--- config.mk ---
export PLATFORM = sky130hd
export DESIGN_NAME = pipeline_exec_ctrl
export DESIGN_NICKNAME = d
export VERILOG_FILES = /design/src/rtl/pipeline_exec_ctrl.sv
export SDC_FILE = /design/constraint.sdc
export NUM_CORES = 1
export LEC_CHECK = 0
export ABC_AREA = 1
export BUFFER_PORTS_ARGS = -buffer_cell sky130_fd_sc_hd__buf_2
export CAP_MARGIN = 5
export CORE_MARGIN = 2
export CORE_UTILIZATION = 40
export CTS_BUF_LIST = sky130_fd_sc_hd__clkbuf_2 sky130_fd_sc_hd__clkbuf_4 sky130_fd_sc_hd__clkbuf_8
export CTS_CLUSTER_SIZE = 10
export DETAILED_ROUTE_END_ITERATION = 8
export PLACE_DENSITY = 0.82
export SYNTH_ARGS = -nofsm -noshare
export SYNTH_HDL_FRONTEND = slang
export SYNTH_SLANG_ARGS = --single-unit
--- constraint.sdc ---
create_clock -name i_clk -period 1.79 [get_ports i_clk]
set_input_delay 0.179 -clock i_clk [delete_from_list [all_inputs] [get_ports i_clk]]
set_output_delay 0.179 -clock i_clk [all_outputs]
set_load 0.01 [all_outputs]
--- src/rtl/pipeline_exec_ctrl.sv ---
// rtl/pipeline_exec_ctrl.sv - run/step/clear sequencer and hazard-merged stage enables for the 5-stage pipeline
// Optional feature macro: PIPE_EXEC_CTRL_CYCLE_CNT_EN (saturating executed-cycle counter)
module pipeline_exec_ctrl #(
  parameter int CNT_SZ     = 32,
  parameter int CLR_CYCLES = 2
) (
  input  logic              i_clk,
  input  logic              i_reset,
  input  logic              i_cmd_valid,
  input  logic [1:0]        i_cmd,
  output logic              o_cmd_ready,
  input  logic              i_halt_wb,
  input  logic              i_load_hazard,
  input  logic              i_branch_taken,
  output logic              o_pc_enable,
  output logic              o_if_id_enable,
  output logic              o_id_ex_enable,
  output logic              o_ex_mem_enable,
  output logic              o_mem_wb_enable,
  output logic              o_if_id_flush,
  output logic              o_id_ex_flush,
  output logic              o_pipe_clear,
  output logic              o_step_done,
  output logic              o_halted,
  output logic [2:0]        o_state,
  output logic [CNT_SZ-1:0] o_cycle_count
);

  localparam int CLR_W = (CLR_CYCLES > 1) ? $clog2(CLR_CYCLES) : 1;
  localparam logic [1:0] CMD_RUN   = 2'b00;
  localparam logic [1:0] CMD_STEP  = 2'b01;
  localparam logic [1:0] CMD_CLEAR = 2'b11;

  typedef enum logic [2:0] {
    S_IDLE   = 3'd0,
    S_RUN    = 3'd1,
    S_STEP   = 3'd2,
    S_CLEAR  = 3'd3,
    S_HALTED = 3'd4
  } state_t;

  state_t            state, state_nxt;
  logic [CLR_W-1:0]  clr_cnt;
  logic              step_done_q;
  logic              cmd_fire;
  logic              advancing;
  logic              clear_entry;

  assign cmd_fire    = i_cmd_valid && o_cmd_ready;
  assign advancing   = (state == S_RUN) || (state == S_STEP);
  assign clear_entry = (state_nxt == S_CLEAR) && (state != S_CLEAR);

  always_ff @(posedge i_clk) begin
    if (i_reset) begin
      state       <= S_IDLE;
      clr_cnt     <= '0;
      step_done_q <= 1'b0;
    end else begin
      state       <= state_nxt;
      step_done_q <= (state == S_STEP);
      if (clear_entry)
        clr_cnt <= CLR_W'(CLR_CYCLES - 1);
      else if (state == S_CLEAR && clr_cnt != '0)
        clr_cnt <= clr_cnt - 1'b1;
    end
  end

  always_comb begin
    state_nxt       = state;
    o_cmd_ready     = 1'b0;
    o_pc_enable     = 1'b0;
    o_if_id_enable  = 1'b0;
    o_id_ex_enable  = 1'b0;
    o_ex_mem_enable = 1'b0;
    o_mem_wb_enable = 1'b0;
    o_if_id_flush   = 1'b0;
    o_id_ex_flush   = 1'b0;

    case (state)
      S_IDLE: begin
        o_cmd_ready = 1'b1;
        if (cmd_fire) begin
          case (i_cmd)
            CMD_RUN:   state_nxt = S_RUN;
            CMD_STEP:  state_nxt = S_STEP;
            CMD_CLEAR: state_nxt = S_CLEAR;
            default:   state_nxt = S_IDLE;
          endcase
        end
      end
      S_RUN: begin
        o_cmd_ready = 1'b1;
        // HALT reaching WB outranks any command on the same edge
        if (i_halt_wb)
          state_nxt = S_HALTED;
        else if (cmd_fire && i_cmd == CMD_CLEAR)
          state_nxt = S_CLEAR;
        else if (cmd_fire && i_cmd == 2'b10)
          state_nxt = S_IDLE;
      end
      S_STEP:   state_nxt = i_halt_wb ? S_HALTED : S_IDLE;
      S_CLEAR:  if (clr_cnt == '0) state_nxt = S_IDLE;
      S_HALTED: begin
        o_cmd_ready = 1'b1;
        if (cmd_fire && i_cmd == CMD_CLEAR)
          state_nxt = S_CLEAR;
      end
      default:  state_nxt = S_IDLE;
    endcase

    if (advancing) begin
      o_pc_enable     = 1'b1;
      o_if_id_enable  = 1'b1;
      o_id_ex_enable  = 1'b1;
      o_ex_mem_enable = 1'b1;
      o_mem_wb_enable = 1'b1;
      // a stalled cycle suppresses the branch flush; ID re-resolves it next cycle
      if (i_load_hazard) begin
        o_pc_enable    = 1'b0;
        o_if_id_enable = 1'b0;
        o_id_ex_flush  = 1'b1;
      end else if (i_branch_taken) begin
        o_if_id_flush  = 1'b1;
      end
    end
  end

  assign o_pipe_clear = (state == S_CLEAR);
  assign o_halted     = (state == S_HALTED);
  assign o_step_done  = step_done_q;
  assign o_state      = state;

`ifdef PIPE_EXEC_CTRL_CYCLE_CNT_EN
  logic [CNT_SZ-1:0] cycle_count;

  always_ff @(posedge i_clk) begin
    if (i_reset || clear_entry)
      cycle_count <= '0;
    else if (advancing && cycle_count != '1)
      cycle_count <= cycle_count + 1'b1;
  end

  assign o_cycle_count = cycle_count;
`else
  assign o_cycle_count = '0;
`endif

endmodule

Word-level counts from Yosys, hierarchy flattened
Cells that the tools add are included.

word-level totals
  flip-flop bits (word level) = 5
  latch bits = 0
  bits in writable memories = 0
  memory bits (read-only) = 0
  output and inout port bits = 46
  memories kept = 0

cells by class
  $add $sub $neg = 1
  multiply operators = 0
  div/mod/pow operators = 0
  order comparisons = 0
  eq/ne operators = 9
  shift-type cells = 0
  mux-type cells = 20
  bitwise operators = 0
  reductions and logical operators = 10

operators with widths
  cell                 count
  $mux 3               7
  $pmux 3 s5           1
  $mux 1               11
  $eq 3x2->1 const B   3
  $pmux 2 s3           1
  $logic_and 1x1->1    5
  $eq 2x2->1 const B   2
  $eq 3x1->1 const B   1
  $eq 3x3->1 const B   1
  $logic_not 3->1      1
  $ne 3x2->1 const B   1
  $reduce_or 3->1      1
  $eq 2x1->1 const B   1
  $logic_not 2->1      1
  $reduce_bool 2->1    1
  $logic_or 1x1->1     1
  $sub 1x1->1 const B  1

Logic depth before layout (Yosys ltp)
  depth after elaboration = 12
  mapped depth = 9
  depth with buffers taken out = 9

Worst setup path after synthesis
Ideal clock, no wire load.

  kind = register to output
  from = reg state[1], in the netlist o_state[1]
  to = out o_pc_enable
  arrival time = 1.290 ns
  required time = 1.611 ns
  path slack = 0.321 ns
  cell stages (with the launch flop) = 8
  buffers on the path = 1
  cells stage by stage = dfxtp_1 > inv_1 > nor2_1 > nand2_1 > nand2_1 > inv_1 > nor2_1 > buf_4

on the way
  cells in the longest elaborated chain, start to end = 3
  elaborated cells on any way between the ends = 4

RTL lines
  element                                          RTL line  source
  start: declaration                               42        state_t state, state_nxt;
  start signal: assignment                         59        state <= state_nxt;
  $eq 3x1->1 / $eq 3x2->1 (equally long branches)  50        assign advancing = (state == S_RUN) || (state == S_STEP);
  $logic_or 1x1->1 *                               50
  $mux 1 *                                         --
  end: declaration                                 15        output logic o_pc_enable,

Mark *: on every way between the ends. The rest lies on a longest branch, timed or not.

Worst setup path in the final report
  from = reg state[1], in the netlist o_state[1]
  to = out o_if_id_enable

on the way
  cells in the longest elaborated chain, start to end = 3
  elaborated cells on any way between the ends = 4

RTL lines
  element                                          RTL line  source
  $eq 3x1->1 / $eq 3x2->1 (equally long branches)  50
  $logic_or 1x1->1 *                               50
  $mux 1 *                                         111       if (advancing) begin
  end: declaration                                 16        output logic o_if_id_enable,

Marks and branches as above.

==> flow_summary.ini <==
[floorplan]
start_util_pct = 43.4
dieHeight_um = 44.9
die_w_um = 44.9
core_um2 = 1540
rows = 14
io_pins = 54
dieArea_um2 = 2020

[route]
via_count = 548
routedWlPerCell_um = 8.16
drtIter0Drc = 0
final_antenna_net_count = 0
viasPerCell = 4.06
drt_wl_total_mm = 1.10
drc_errors = 0
drtPass1Iterations = 1

[timing]
period_share_pct = 87.5
finClkSkew_ps = 5.97
layout_setup_ws_ps = 224
min_period_ps = 1570
setup_tns_ps = 0
final-hold-violation-count = 0
fmax_ghz = 0.638
finalMaxSlewViolations = 0
rsz0062_at_grt = no
setup_viol = 0

[run_status]
status = completed

[critical_path]
cp_num_buf_inv = 3
cp-end-kind = output pin
critPathSlowestCell = dfxtp_1
cp.required_ps = 1610
rrSetupSlack_ps = 590
crit_path_max_fanout = 5
criticalPathCategory = reg2out
r2r-start = o_state[0]
worstPathArrival_ps = 1390
crit_family = simple AND/OR/NAND/NOR gates
cp_slowest_stage_delay_ps = 410
reg2reg_to = clr_cnt
ff2ff_path_depth = 6
crit_path_cell_trace = inv_1 -> nor2_1 -> nand2_1 -> nand2_1 -> inv_1 -> nor2_1 -> buf_2
start_kind = flop

[yosys]
ys_types = 20
ys_seq_area_share_pct = 15.0
synth-seq-cells = 5
synth_warnings = 0
syn_area_per_cell_um2 = 6.83
syn_area_um2 = 669
syn_inst = 98

[clocking]
clk_pin_slew_ps = 40
cts_tree = done
numCtsBuffers = 3
htreeDepth = 1
postCtsHoldBufs = 0
numClockSinks = 5
cts.repair.resized = 0
clk_latency_ps = 250
clockBufferDepth = 2
post_cts_buffers = 0
root_buffer = clkbuf_4

[hold_path]
hp-start = i_reset
hold_depth = 2
hp-class = in2reg
min_to = o_step_done

[final_layout]
final_common_cell = conb_1
layout-drive-gt1-share_pct = 28.6
nNetsFinal = 132
nFillCells = 167
stdcell_count = 135
final_cell_mix = conb_1, buf_2, nor2_1
area_growth_pct = 1.31
num_antenna_cells = 0

[power_and_ir_drop]
ir_drop_uv = 174
pwr-share-comb_pct = 36.4
power-per-cell-area_nw_per_um2 = 656
internal-power_mw = 0.272
switchingPower_mw = 0.173
p_leak_nw = 0.443
power_frac_seq_pct = 29.3
clock_power_share_pct = 34.3
switching_share_pct = 38.9

[global_routing]
grt_max_degree = 8
grt_pass1_wl_mm = 1.66
grt_use_total_pct = 11.2
grt_pass1_vias = 463
antenna_found_initial = 0
grt_overflow = 0

[placed_design]
place_hpwl_um = 956
pre_cts_ws_ps = 488
place.gp.congestion = 0.799
io_buffers = 21
dpl.cell_count = 131

[run]
cap_viol_max_count = 0
==> final cells by class <==
class / instances / area, µm² / share of cell area, %
inverter: 12 / 45.0 / 6.64
multi-input combinational: 77 / 378 / 55.7
clock buffer: 4 / 30.0 / 4.43
sequential: 5 / 100 / 14.8
tap: 16 / 20.0 / 2.95
timing repair buffer: 21 / 105 / 15.5
==> registers in the layout, indices dropped and copies added (netlist names) <==
register	flops
clr_cnt	1
o_state	3
o_step_done	1
==> cell usage after synthesis (all sizes together) <==
master / instances / area [µm²]
buf: 35 / 263
nand2: 13 / 53.8
nor2: 13 / 51.3
inv: 12 / 45.0
dfxtp: 5 / 100
nand3: 5 / 35.0
ha: 4 / 50.1
a21oi: 3 / 22.5
o21ai: 3 / 18.8
nand4: 2 / 12.5
a22oi: 1 / 7.51
a31oi: 1 / 6.26
conb: 1 / 3.75
==> per-layer routing <==
layer | global-route usage, % | vias to the layer above | routed length, µm
li1 | - | 276 | -
met1 | 11.2 | 241 | 393
met2 | 21.4 | 29 | 584
met3 | 0 | 2 | 102
met4 | 8.82 | 0 | 21
met5 | 0 | - | 0
==> worst max-delay path by stage <==
stage	from	end	depth (start not counted)
6_report	o_state[1]	o_if_id_enable	7
5_1_grt	o_state[1]	o_pc_enable	7
3_3_place_gp	o_state[1]	o_if_id_enable	7
4_1_cts	o_state[1]	o_if_id_enable	7
3_5_place_dp	o_state[1]	o_if_id_enable	7
2_1_floorplan	o_state[1]	o_pc_enable	7
==> power groups by stage <==
stage / clock [mW] / combinational (mW) / sequential, mW
after floorplan: 0 / 0.172 / 0.135
after detailed placement: 0 / 0.161 / 0.132
final: 0.153 / 0.162 / 0.130
after global routing: 0.163 / 0.183 / 0.132
after global placement: 0 / 0.158 / 0.132
after CTS: 0.158 / 0.161 / 0.130
==> kinds of logic after synthesis <==
family	Yosys count	synth area share [%]
buf+inv	47	46.0
simple gates	33	22.8
compound gates	8	8.22
flops	5	15.0
fa+ha+maj	4	7.48
other cells	1	0.560
==> metrics by stage <==
stage	hold slack (ps)	power (mW)	instance area [µm²]	util (%)
2_1_floorplan	251	0.307	786	-
3_3_place_gp	363	0.290	648	42.0
3_5_place_dp	359	0.293	648	42.0
4_1_cts	95.3	0.450	678	44.0
5_1_grt	108	0.478	678	44.0
6_report	102	0.445	678	44.0
Power figures use the tool's default switching activity.
